--- src/rtl/uart_rx_fifo_display.sv ---
// UART receiver feeding a FIFO; each debounced button press pops one byte to the LEDs and echoes it on TX.
// Optional feature macro: UART_PARITY_EN adds an even parity bit to both RX and TX frames.
module uart_rx_fifo_display #(
  parameter int unsigned CLK_FREQ        = 50_000_000,
  parameter int unsigned BAUD            = 115_200,
  parameter int unsigned DATA_BITS       = 8,
  parameter int unsigned FIFO_DEPTH      = 16,
  parameter int unsigned DEBOUNCE_CYCLES = 50_000
) (
  input  logic                          clk,
  input  logic                          reset,
  input  logic                          data,
  input  logic                          read_button,
  output logic                          tx_dataout,
  output logic                          busy,
  output logic [DATA_BITS-1:0]          D_LED,
  output logic [$clog2(FIFO_DEPTH):0]   fifo_count,
  output logic                          overrun,
  output logic                          frame_err
);
  localparam int unsigned BIT_CYCLES = CLK_FREQ / BAUD;
  localparam int unsigned CW = $clog2(BIT_CYCLES + 1);
  localparam int unsigned IW = $clog2(DATA_BITS);
  localparam int unsigned AW = $clog2(FIFO_DEPTH);
  localparam int unsigned NW = AW + 1;
  localparam int unsigned DW = $clog2(DEBOUNCE_CYCLES + 1);
  localparam logic [CW-1:0] BIT_LAST  = CW'(BIT_CYCLES - 1);
  localparam logic [CW-1:0] HALF_LAST = CW'(BIT_CYCLES / 2 - 1);
  localparam logic [IW-1:0] IDX_LAST  = IW'(DATA_BITS - 1);
  localparam logic [NW-1:0] FULL      = NW'(FIFO_DEPTH);
  localparam logic [DW-1:0] DEB_LAST  = DW'(DEBOUNCE_CYCLES - 1);

  typedef enum logic [2:0] {
    RX_IDLE, RX_START, RX_DATA,
`ifdef UART_PARITY_EN
    RX_PARITY,
`endif
    RX_STOP, RX_WAIT
  } rx_state_t;

  typedef enum logic [2:0] {
    TX_IDLE, TX_START, TX_DATA,
`ifdef UART_PARITY_EN
    TX_PARITY,
`endif
    TX_STOP
  } tx_state_t;

  logic                 rx_s1, rx_s2, rx_s3, btn_s1, btn_s2;
  rx_state_t            rx_state;
  logic [CW-1:0]        rx_cnt;
  logic [IW-1:0]        rx_idx;
  logic [DATA_BITS-1:0] rx_shift;
  logic                 rx_par_ok;
  logic                 push;
  logic [DATA_BITS-1:0] push_data;
  logic                 db_level;
  logic [DW-1:0]        db_cnt;
  logic                 read_pulse;
  logic [DATA_BITS-1:0] mem [FIFO_DEPTH];
  logic [AW-1:0]        wr_ptr, rd_ptr;
  logic [DATA_BITS-1:0] head;
  logic                 pop, wr_en;
  tx_state_t            tx_state;
  logic [CW-1:0]        tx_cnt;
  logic [IW-1:0]        tx_idx;
  logic [DATA_BITS-1:0] tx_shift;
`ifdef UART_PARITY_EN
  logic                 rx_par, tx_par;
  assign rx_par_ok = ((^rx_shift) == rx_par);
`else
  assign rx_par_ok = 1'b1;
`endif

  // Two-stage synchronisers; rx_s3 is the delayed copy for falling-edge detection.
  always_ff @(posedge clk) begin
    if (!reset) begin
      {rx_s1, rx_s2, rx_s3, btn_s1, btn_s2} <= '1;
    end else begin
      rx_s1  <= data;
      rx_s2  <= rx_s1;
      rx_s3  <= rx_s2;
      btn_s1 <= read_button;
      btn_s2 <= btn_s1;
    end
  end

  always_ff @(posedge clk) begin
    if (!reset) begin
      rx_state  <= RX_IDLE;
      rx_cnt    <= '0;
      rx_idx    <= '0;
      rx_shift  <= '0;
      push      <= 1'b0;
      push_data <= '0;
      frame_err <= 1'b0;
`ifdef UART_PARITY_EN
      rx_par    <= 1'b0;
`endif
    end else begin
      push      <= 1'b0;
      frame_err <= 1'b0;
      case (rx_state)
        RX_IDLE: begin
          rx_cnt <= '0;
          if (rx_s3 && !rx_s2) rx_state <= RX_START;
        end
        RX_START: begin
          if (rx_cnt == HALF_LAST) begin
            rx_cnt   <= '0;
            rx_idx   <= '0;
            rx_state <= rx_s2 ? RX_IDLE : RX_DATA;
          end else begin
            rx_cnt <= rx_cnt + 1'b1;
          end
        end
        RX_DATA: begin
          if (rx_cnt == BIT_LAST) begin
            rx_cnt   <= '0;
            rx_shift <= {rx_s2, rx_shift[DATA_BITS-1:1]};
            rx_idx   <= rx_idx + 1'b1;
`ifdef UART_PARITY_EN
            if (rx_idx == IDX_LAST) rx_state <= RX_PARITY;
`else
            if (rx_idx == IDX_LAST) rx_state <= RX_STOP;
`endif
          end else begin
            rx_cnt <= rx_cnt + 1'b1;
          end
        end
`ifdef UART_PARITY_EN
        RX_PARITY: begin
          if (rx_cnt == BIT_LAST) begin
            rx_cnt   <= '0;
            rx_par   <= rx_s2;
            rx_state <= RX_STOP;
          end else begin
            rx_cnt <= rx_cnt + 1'b1;
          end
        end
`endif
        RX_STOP: begin
          if (rx_cnt == BIT_LAST) begin
            rx_cnt <= '0;
            if (rx_s2 && rx_par_ok) begin
              push      <= 1'b1;
              push_data <= rx_shift;
              rx_state  <= RX_IDLE;
            end else begin
              frame_err <= 1'b1;
              rx_state  <= rx_s2 ? RX_IDLE : RX_WAIT;
            end
          end else begin
            rx_cnt <= rx_cnt + 1'b1;
          end
        end
        RX_WAIT: begin
          if (rx_s2) rx_state <= RX_IDLE;
        end
        default: rx_state <= RX_IDLE;
      endcase
    end
  end

  // Debounced level changes only after DEBOUNCE_CYCLES consecutive differing samples.
  always_ff @(posedge clk) begin
    if (!reset) begin
      db_level   <= 1'b1;
      db_cnt     <= '0;
      read_pulse <= 1'b0;
    end else begin
      read_pulse <= 1'b0;
      if (btn_s2 == db_level) begin
        db_cnt <= '0;
      end else if (db_cnt == DEB_LAST) begin
        db_cnt     <= '0;
        db_level   <= btn_s2;
        read_pulse <= !btn_s2;
      end else begin
        db_cnt <= db_cnt + 1'b1;
      end
    end
  end

  assign head  = mem[rd_ptr];
  assign pop   = read_pulse && (fifo_count != '0) && !busy;
  assign wr_en = push && (pop || (fifo_count != FULL));

  always_ff @(posedge clk) begin
    if (wr_en) mem[wr_ptr] <= push_data;
  end

  always_ff @(posedge clk) begin
    if (!reset) begin
      wr_ptr     <= '0;
      rd_ptr     <= '0;
      fifo_count <= '0;
      overrun    <= 1'b0;
      D_LED      <= '0;
    end else begin
      if (wr_en) wr_ptr <= wr_ptr + 1'b1;
      if (push && !pop && (fifo_count == FULL)) overrun <= 1'b1;
      if (pop) begin
        D_LED  <= head;
        rd_ptr <= rd_ptr + 1'b1;
      end
      if (wr_en && !pop)     fifo_count <= fifo_count + 1'b1;
      else if (pop && !push) fifo_count <= fifo_count - 1'b1;
    end
  end

  // TX echo; the start bit is driven on the same edge that pops the byte.
  always_ff @(posedge clk) begin
    if (!reset) begin
      tx_state   <= TX_IDLE;
      tx_cnt     <= '0;
      tx_idx     <= '0;
      tx_shift   <= '0;
      tx_dataout <= 1'b1;
      busy       <= 1'b0;
`ifdef UART_PARITY_EN
      tx_par     <= 1'b0;
`endif
    end else begin
      case (tx_state)
        TX_IDLE: begin
          tx_cnt <= '0;
          if (pop) begin
            tx_shift   <= head;
            tx_dataout <= 1'b0;
            busy       <= 1'b1;
            tx_state   <= TX_START;
`ifdef UART_PARITY_EN
            tx_par     <= ^head;
`endif
          end
        end
        TX_START: begin
          if (tx_cnt == BIT_LAST) begin
            tx_cnt     <= '0;
            tx_idx     <= '0;
            tx_dataout <= tx_shift[0];
            tx_shift   <= tx_shift >> 1;
            tx_state   <= TX_DATA;
          end else begin
            tx_cnt <= tx_cnt + 1'b1;
          end
        end
        TX_DATA: begin
          if (tx_cnt == BIT_LAST) begin
            tx_cnt <= '0;
            tx_idx <= tx_idx + 1'b1;
            if (tx_idx == IDX_LAST) begin
`ifdef UART_PARITY_EN
              tx_dataout <= tx_par;
              tx_state   <= TX_PARITY;
`else
              tx_dataout <= 1'b1;
              tx_state   <= TX_STOP;
`endif
            end else begin
              tx_dataout <= tx_shift[0];
              tx_shift   <= tx_shift >> 1;
            end
          end else begin
            tx_cnt <= tx_cnt + 1'b1;
          end
        end
`ifdef UART_PARITY_EN
        TX_PARITY: begin
          if (tx_cnt == BIT_LAST) begin
            tx_cnt     <= '0;
            tx_dataout <= 1'b1;
            tx_state   <= TX_STOP;
          end else begin
            tx_cnt <= tx_cnt + 1'b1;
          end
        end
`endif
        TX_STOP: begin
          if (tx_cnt == BIT_LAST) begin
            tx_cnt   <= '0;
            busy     <= 1'b0;
            tx_state <= TX_IDLE;
          end else begin
            tx_cnt <= tx_cnt + 1'b1;
          end
        end
        default: tx_state <= TX_IDLE;
      endcase
    end
  end
endmodule

--- config.mk ---
export PLATFORM = sky130hd
export DESIGN_NAME = uart_rx_fifo_display
export DESIGN_NICKNAME = d
export VERILOG_FILES = /design/src/rtl/uart_rx_fifo_display.sv
export SDC_FILE = /design/constraint.sdc
export NUM_CORES = 1
export LEC_CHECK = 0
export ABC_CLOCK_PERIOD_IN_PS = 2390
export BUFFER_PORTS_ARGS = -buffer_cell sky130_fd_sc_hd__clkbuf_2
export CORE_MARGIN = 4
export CORE_UTILIZATION = 58
export CTS_BUF_LIST = sky130_fd_sc_hd__clkbuf_2
export DETAILED_ROUTE_END_ITERATION = 6
export PLACE_DENSITY = 0.75
export SETUP_SLACK_MARGIN = 0.05
export SLEW_MARGIN = 10
export SYNTH_ARGS = -nofsm -noshare
export SYNTH_HDL_FRONTEND = slang
export SYNTH_SLANG_ARGS = --single-unit
--- constraint.sdc ---
create_clock -name clk -period 2.39 [get_ports clk]
set_input_delay 0.478 -clock clk [delete_from_list [all_inputs] [get_ports clk]]
set_output_delay 0.478 -clock clk [all_outputs]
set_load 0.005 [all_outputs]
==> results.txt <==
----------------------------------------------------
[Logic synthesis]
  Avg Inst Size Synth ... 12.8 µm²
  Number of warning messages in the yosys log ... 0
  Post-synthesis register bit count ... 234
  Post-synthesis net count ... 783
  Number of enable flip-flop cells after synthesis ... 128
  Share of synthesized registers carrying an async set or reset ... 0%
  Post-Syn Instances ... 755
  Distinct cells, synth ... 62
  Mapped Area ... 0.00967 mm²
  Top FF cell, synth ... edfxtp_1
  Sequential fraction of the synthesis area ... 61.7%

[Pwr]
  Power density over the cells ... 659 mW/mm²
  Clock share of power ... 34.3%
  Power spent charging and discharging nets ... 0.00176 W
  Design internal power ... 0.00528 W
  Cell leakage power ... 3.81 nW
  Switching share of power ... 25.0%
  Register share of total power ... 60.7%
  Combinational share of power ... 5.0%
  IR drop worst, VDD ... 0.441 mV

[Global route]
  Overflow left after global routing ... 0
  Via count of the first global-routing pass ... 6405
  Global-route usage over all layers ... 21.7%
  First-pass GRT wire length ... 31.9 mm
  Initial antenna violation count ... 0
  Largest net degree at the start of global routing ... 55

[Clock network]
  Number of buffers between clock root and the deepest sink ... 3
  Clock root buffer ... clkbuf_2
  Clk Latency, worst-skew pair ... 0.81 ns
  CTS tree ... done
  Clock sinks ... 234
  Post-CTS setup buffer count ... 0
  Clock transition at the register clock pins on the worst setup and hold paths after CTS ... 0.11 ns
  Number of levels in the clock H-tree ... 2
  Num CTS Buffers ... 56

[Floorplan]
  Site row count ... 46
  Core box area ... 0.0161 mm²
  Die Y ... 137 µm
  Initial cell density of the core ... 60.0%
  Floorplan die area ... 0.0188 mm²
  Die X ... 137 µm
  Boundary pin count ... 21

[STA]
  Max-slew violation total from the final report ... 0
  Setup TNS ... 0 ns
  Ratio of final minimum period to clock period ... 93.3%
  Worst slew margin relative to its limit ... 50.9%
  Setup-violating endpoint count in the final report ... 0
  Worst Slack Setup Final ... 0.160 ns
  Maximum clock frequency ... 0.448 GHz
  Post-Route Skew ... 0.0403 ns
  RSZ-0062 raised after global routing ... no
  Transition time of the tightest slew-check pin ... 0.736 ns
  Final-report hold violation count ... 0
  Final critical-path required period ... 2.23 ns
  Hold Slack ... 0.0890 ns

[Placement]
  I/O Buffers ... 20
  Pre-CTS WS ... 0.134 ns
  DP Wirelength ... 12.9 mm
  Final RePlAce weighted congestion ... 0.822

[Finish]
  Share of post-route cells with drive strength above 1 ... 21.0%
  Net count of the finished layout ... 860
  Count of filler cells inserted in the layout ... 1201
  Area Growth Syn to Fin ... 10.4%
  Most common cell after layout, fill and taps aside ... edfxtp_1
  Antenna fix cells ... 0
  Most frequent cells in the layout ... edfxtp_1 (128), dfxtp_1 (105), clkbuf_2 (101), nor2_1 (95), nand2_1 (43)

[Critical path]
  Sort of element at the end of the critical path ... flop
  Peak fanout along the critical path ... 16
  Critical Path RT ... 3.10 ns
  Setup Crit Path Kind ... flop to flop
  Worst Path Arrival ... 2.94 ns
  Startpoint type of the worst setup path ... flop

[Detailed routing]
  Routed len/inst ... 17.9 µm
  Number of detailed-route iterations in the first pass ... 5
  Post-detailed-routing wire length ... 19.5 mm
  Drc violations ... 0
  Routed Antenna Nets ... 0
  Via count of the routed design ... 6328
  Per-cell via count in the routed design ... 5.80
  Violation count after the first detailed-route iteration ... 462

[Outcome]
  Outcome ... finished, final reports clean

[Flow run]
  MaxCap Viol Count ... 0

[Worst hold path]
  Classification of the worst-slack hold path ... input port to flop

----------------------------------------------------
synth_stat cells (all sizes together) (2+ instances only):
library cell | number | area share [%]
edfxtp | 128 | 40
dfxtp | 106 | 22
nor2 | 96 | 3.8
nand2 | 44 | 1.7
o21ai | 34 | 1.8
a21oi | 33 | 1.7
mux4 | 32 | 7.5
nand3 | 29 | 1.5
ha | 23 | 3.0
clkbuf | 22 | 0.85
inv | 22 | 0.85
mux2i | 21 | 2.2
a22o | 16 | 1.4
nor3 | 13 | 0.72
xnor2 | 13 | 1.2
buf | 11 | 0.65
xor2 | 11 | 1.0
nor2b | 10 | 0.65
nand2b | 9 | 0.58
o21a | 9 | 0.78
nand4 | 8 | 0.52
and3 | 6 | 0.39
o311a | 6 | 0.62
a21o | 4 | 0.31
or4b | 4 | 0.45
and2 | 3 | 0.19
and4 | 3 | 0.27
nand3b | 3 | 0.23
nand4b | 3 | 0.27
nor4 | 3 | 0.35
o31ai | 3 | 0.23
a211oi | 2 | 0.16
a311oi | 2 | 0.18
a31oi | 2 | 0.19
a41oi | 2 | 0.18
o211a | 2 | 0.21
o211ai | 2 | 0.16
or3 | 2 | 0.13
flip-flops by register name, indices dropped and copies added (netlist names), 2 cells and up, named ones only:
register,count
tx_state,2
fifo_count,5
rx_shift,8
rd_ptr,4
rx_state,3
tx_cnt,9
tx_idx,3
wr_ptr,4
rx_idx,3
tx_shift,8
mem,128
D_LED,8
rx_cnt,9
db_cnt,16
push_data,8
final timing paths:
kind / from / to / slack, ns / depth (start not counted)
setup reg to reg: tx_state[0] / tx_shift[7] / 0.16 / 7
hold / removal: reset / tx_dataout / 0.09 / 2
setup / recovery: tx_state[0] / tx_shift[7] / 0.16 / 7
hold reg to reg: btn_s1 / btn_s2 / 0.42 / 1
what timing repair did:
item                                    CTS  global route
gates resized for setup                   0             2
hold buffers                              2             0
endpoints found under the setup margin    0             6
hold endpoints to repair                  2             0
cells by family (layout without fill, tap and decap cells):
| group | count (synthesis) | after routing | synth area share (%) |
|---|---|---|---|
| buffers and inverters | 55 | 175 | 2.36 |
| adders and majority gates | 24 | 24 | 3.18 |
| muxes | 54 | 54 | 9.75 |
| DFF | 234 | 234 | 61.7 |
| AOI/OAI and AO/OA | 124 | 124 | 8.76 |
| and+or+nand+nor | 240 | 240 | 12.1 |
| xor gates and xnor gates | 24 | 24 | 2.17 |
area by class of cell:
cell class / count / area, µm² / share of cell area [%]
multi-input cells: 466 / 3480 / 32.6
inverters: 22 / 82.6 / 0.774
clock inverters: 20 / 83.8 / 0.785
well taps: 216 / 270 / 2.53
flip-flops and latches: 234 / 5970 / 55.9
repair buffers: 52 / 383 / 3.59
clock buffers: 81 / 405 / 3.80
stage by stage:
| stage | power, W | area (µm²) | util (%) | std cells |
|---|---|---|---|---|
| 4_1_cts | 0.00711 | 10700 | 66.2 | 1091 |
| 3_3_place_gp | 0.00468 | 10200 | 63.1 | 988 |
| 2_1_floorplan | 0.00467 | 9680 | - | 755 |
| 6_report | 0.00704 | 10700 | 66.2 | 1091 |
| 3_5_place_dp | 0.00471 | 10200 | 63.1 | 988 |
| 5_1_grt | 0.00740 | 10700 | 66.2 | 1091 |
worst max-delay path: stages (launching register included):
cell and delay (ns):
dfxtp_1 0.38, inv_1 0.10, ha_1 0.30, nor2b_1 0.16, a221oi_1 0.44, o211a_2 0.46, nand3b_1 0.11, o22ai_1 0.18
power groups by stage:
| stage | Sequential (W) | Combinational, W | Clock [W] |
|---|---|---|---|
| 2_1_floorplan | 0.00434 | 0.000331 | 0 |
| 3_3_place_gp | 0.00436 | 0.000322 | 0 |
| 3_5_place_dp | 0.00436 | 0.000351 | 0 |
| 4_1_cts | 0.00427 | 0.000353 | 0.00249 |
| 5_1_grt | 0.00428 | 0.000393 | 0.00273 |
| 6_report | 0.00427 | 0.000353 | 0.00241 |
routing by layer:
metal / wire length [µm] / track usage, % / up-vias
li1: - / - / 2994
met2: 10100 / 38.2 / 210
met1: 7870 / 26.6 / 3081
met5: 0 / 0 / -
met3: 1060 / 4.34 / 43
met4: 486 / 7.87 / 0
(Power assumes the default switching activity.)
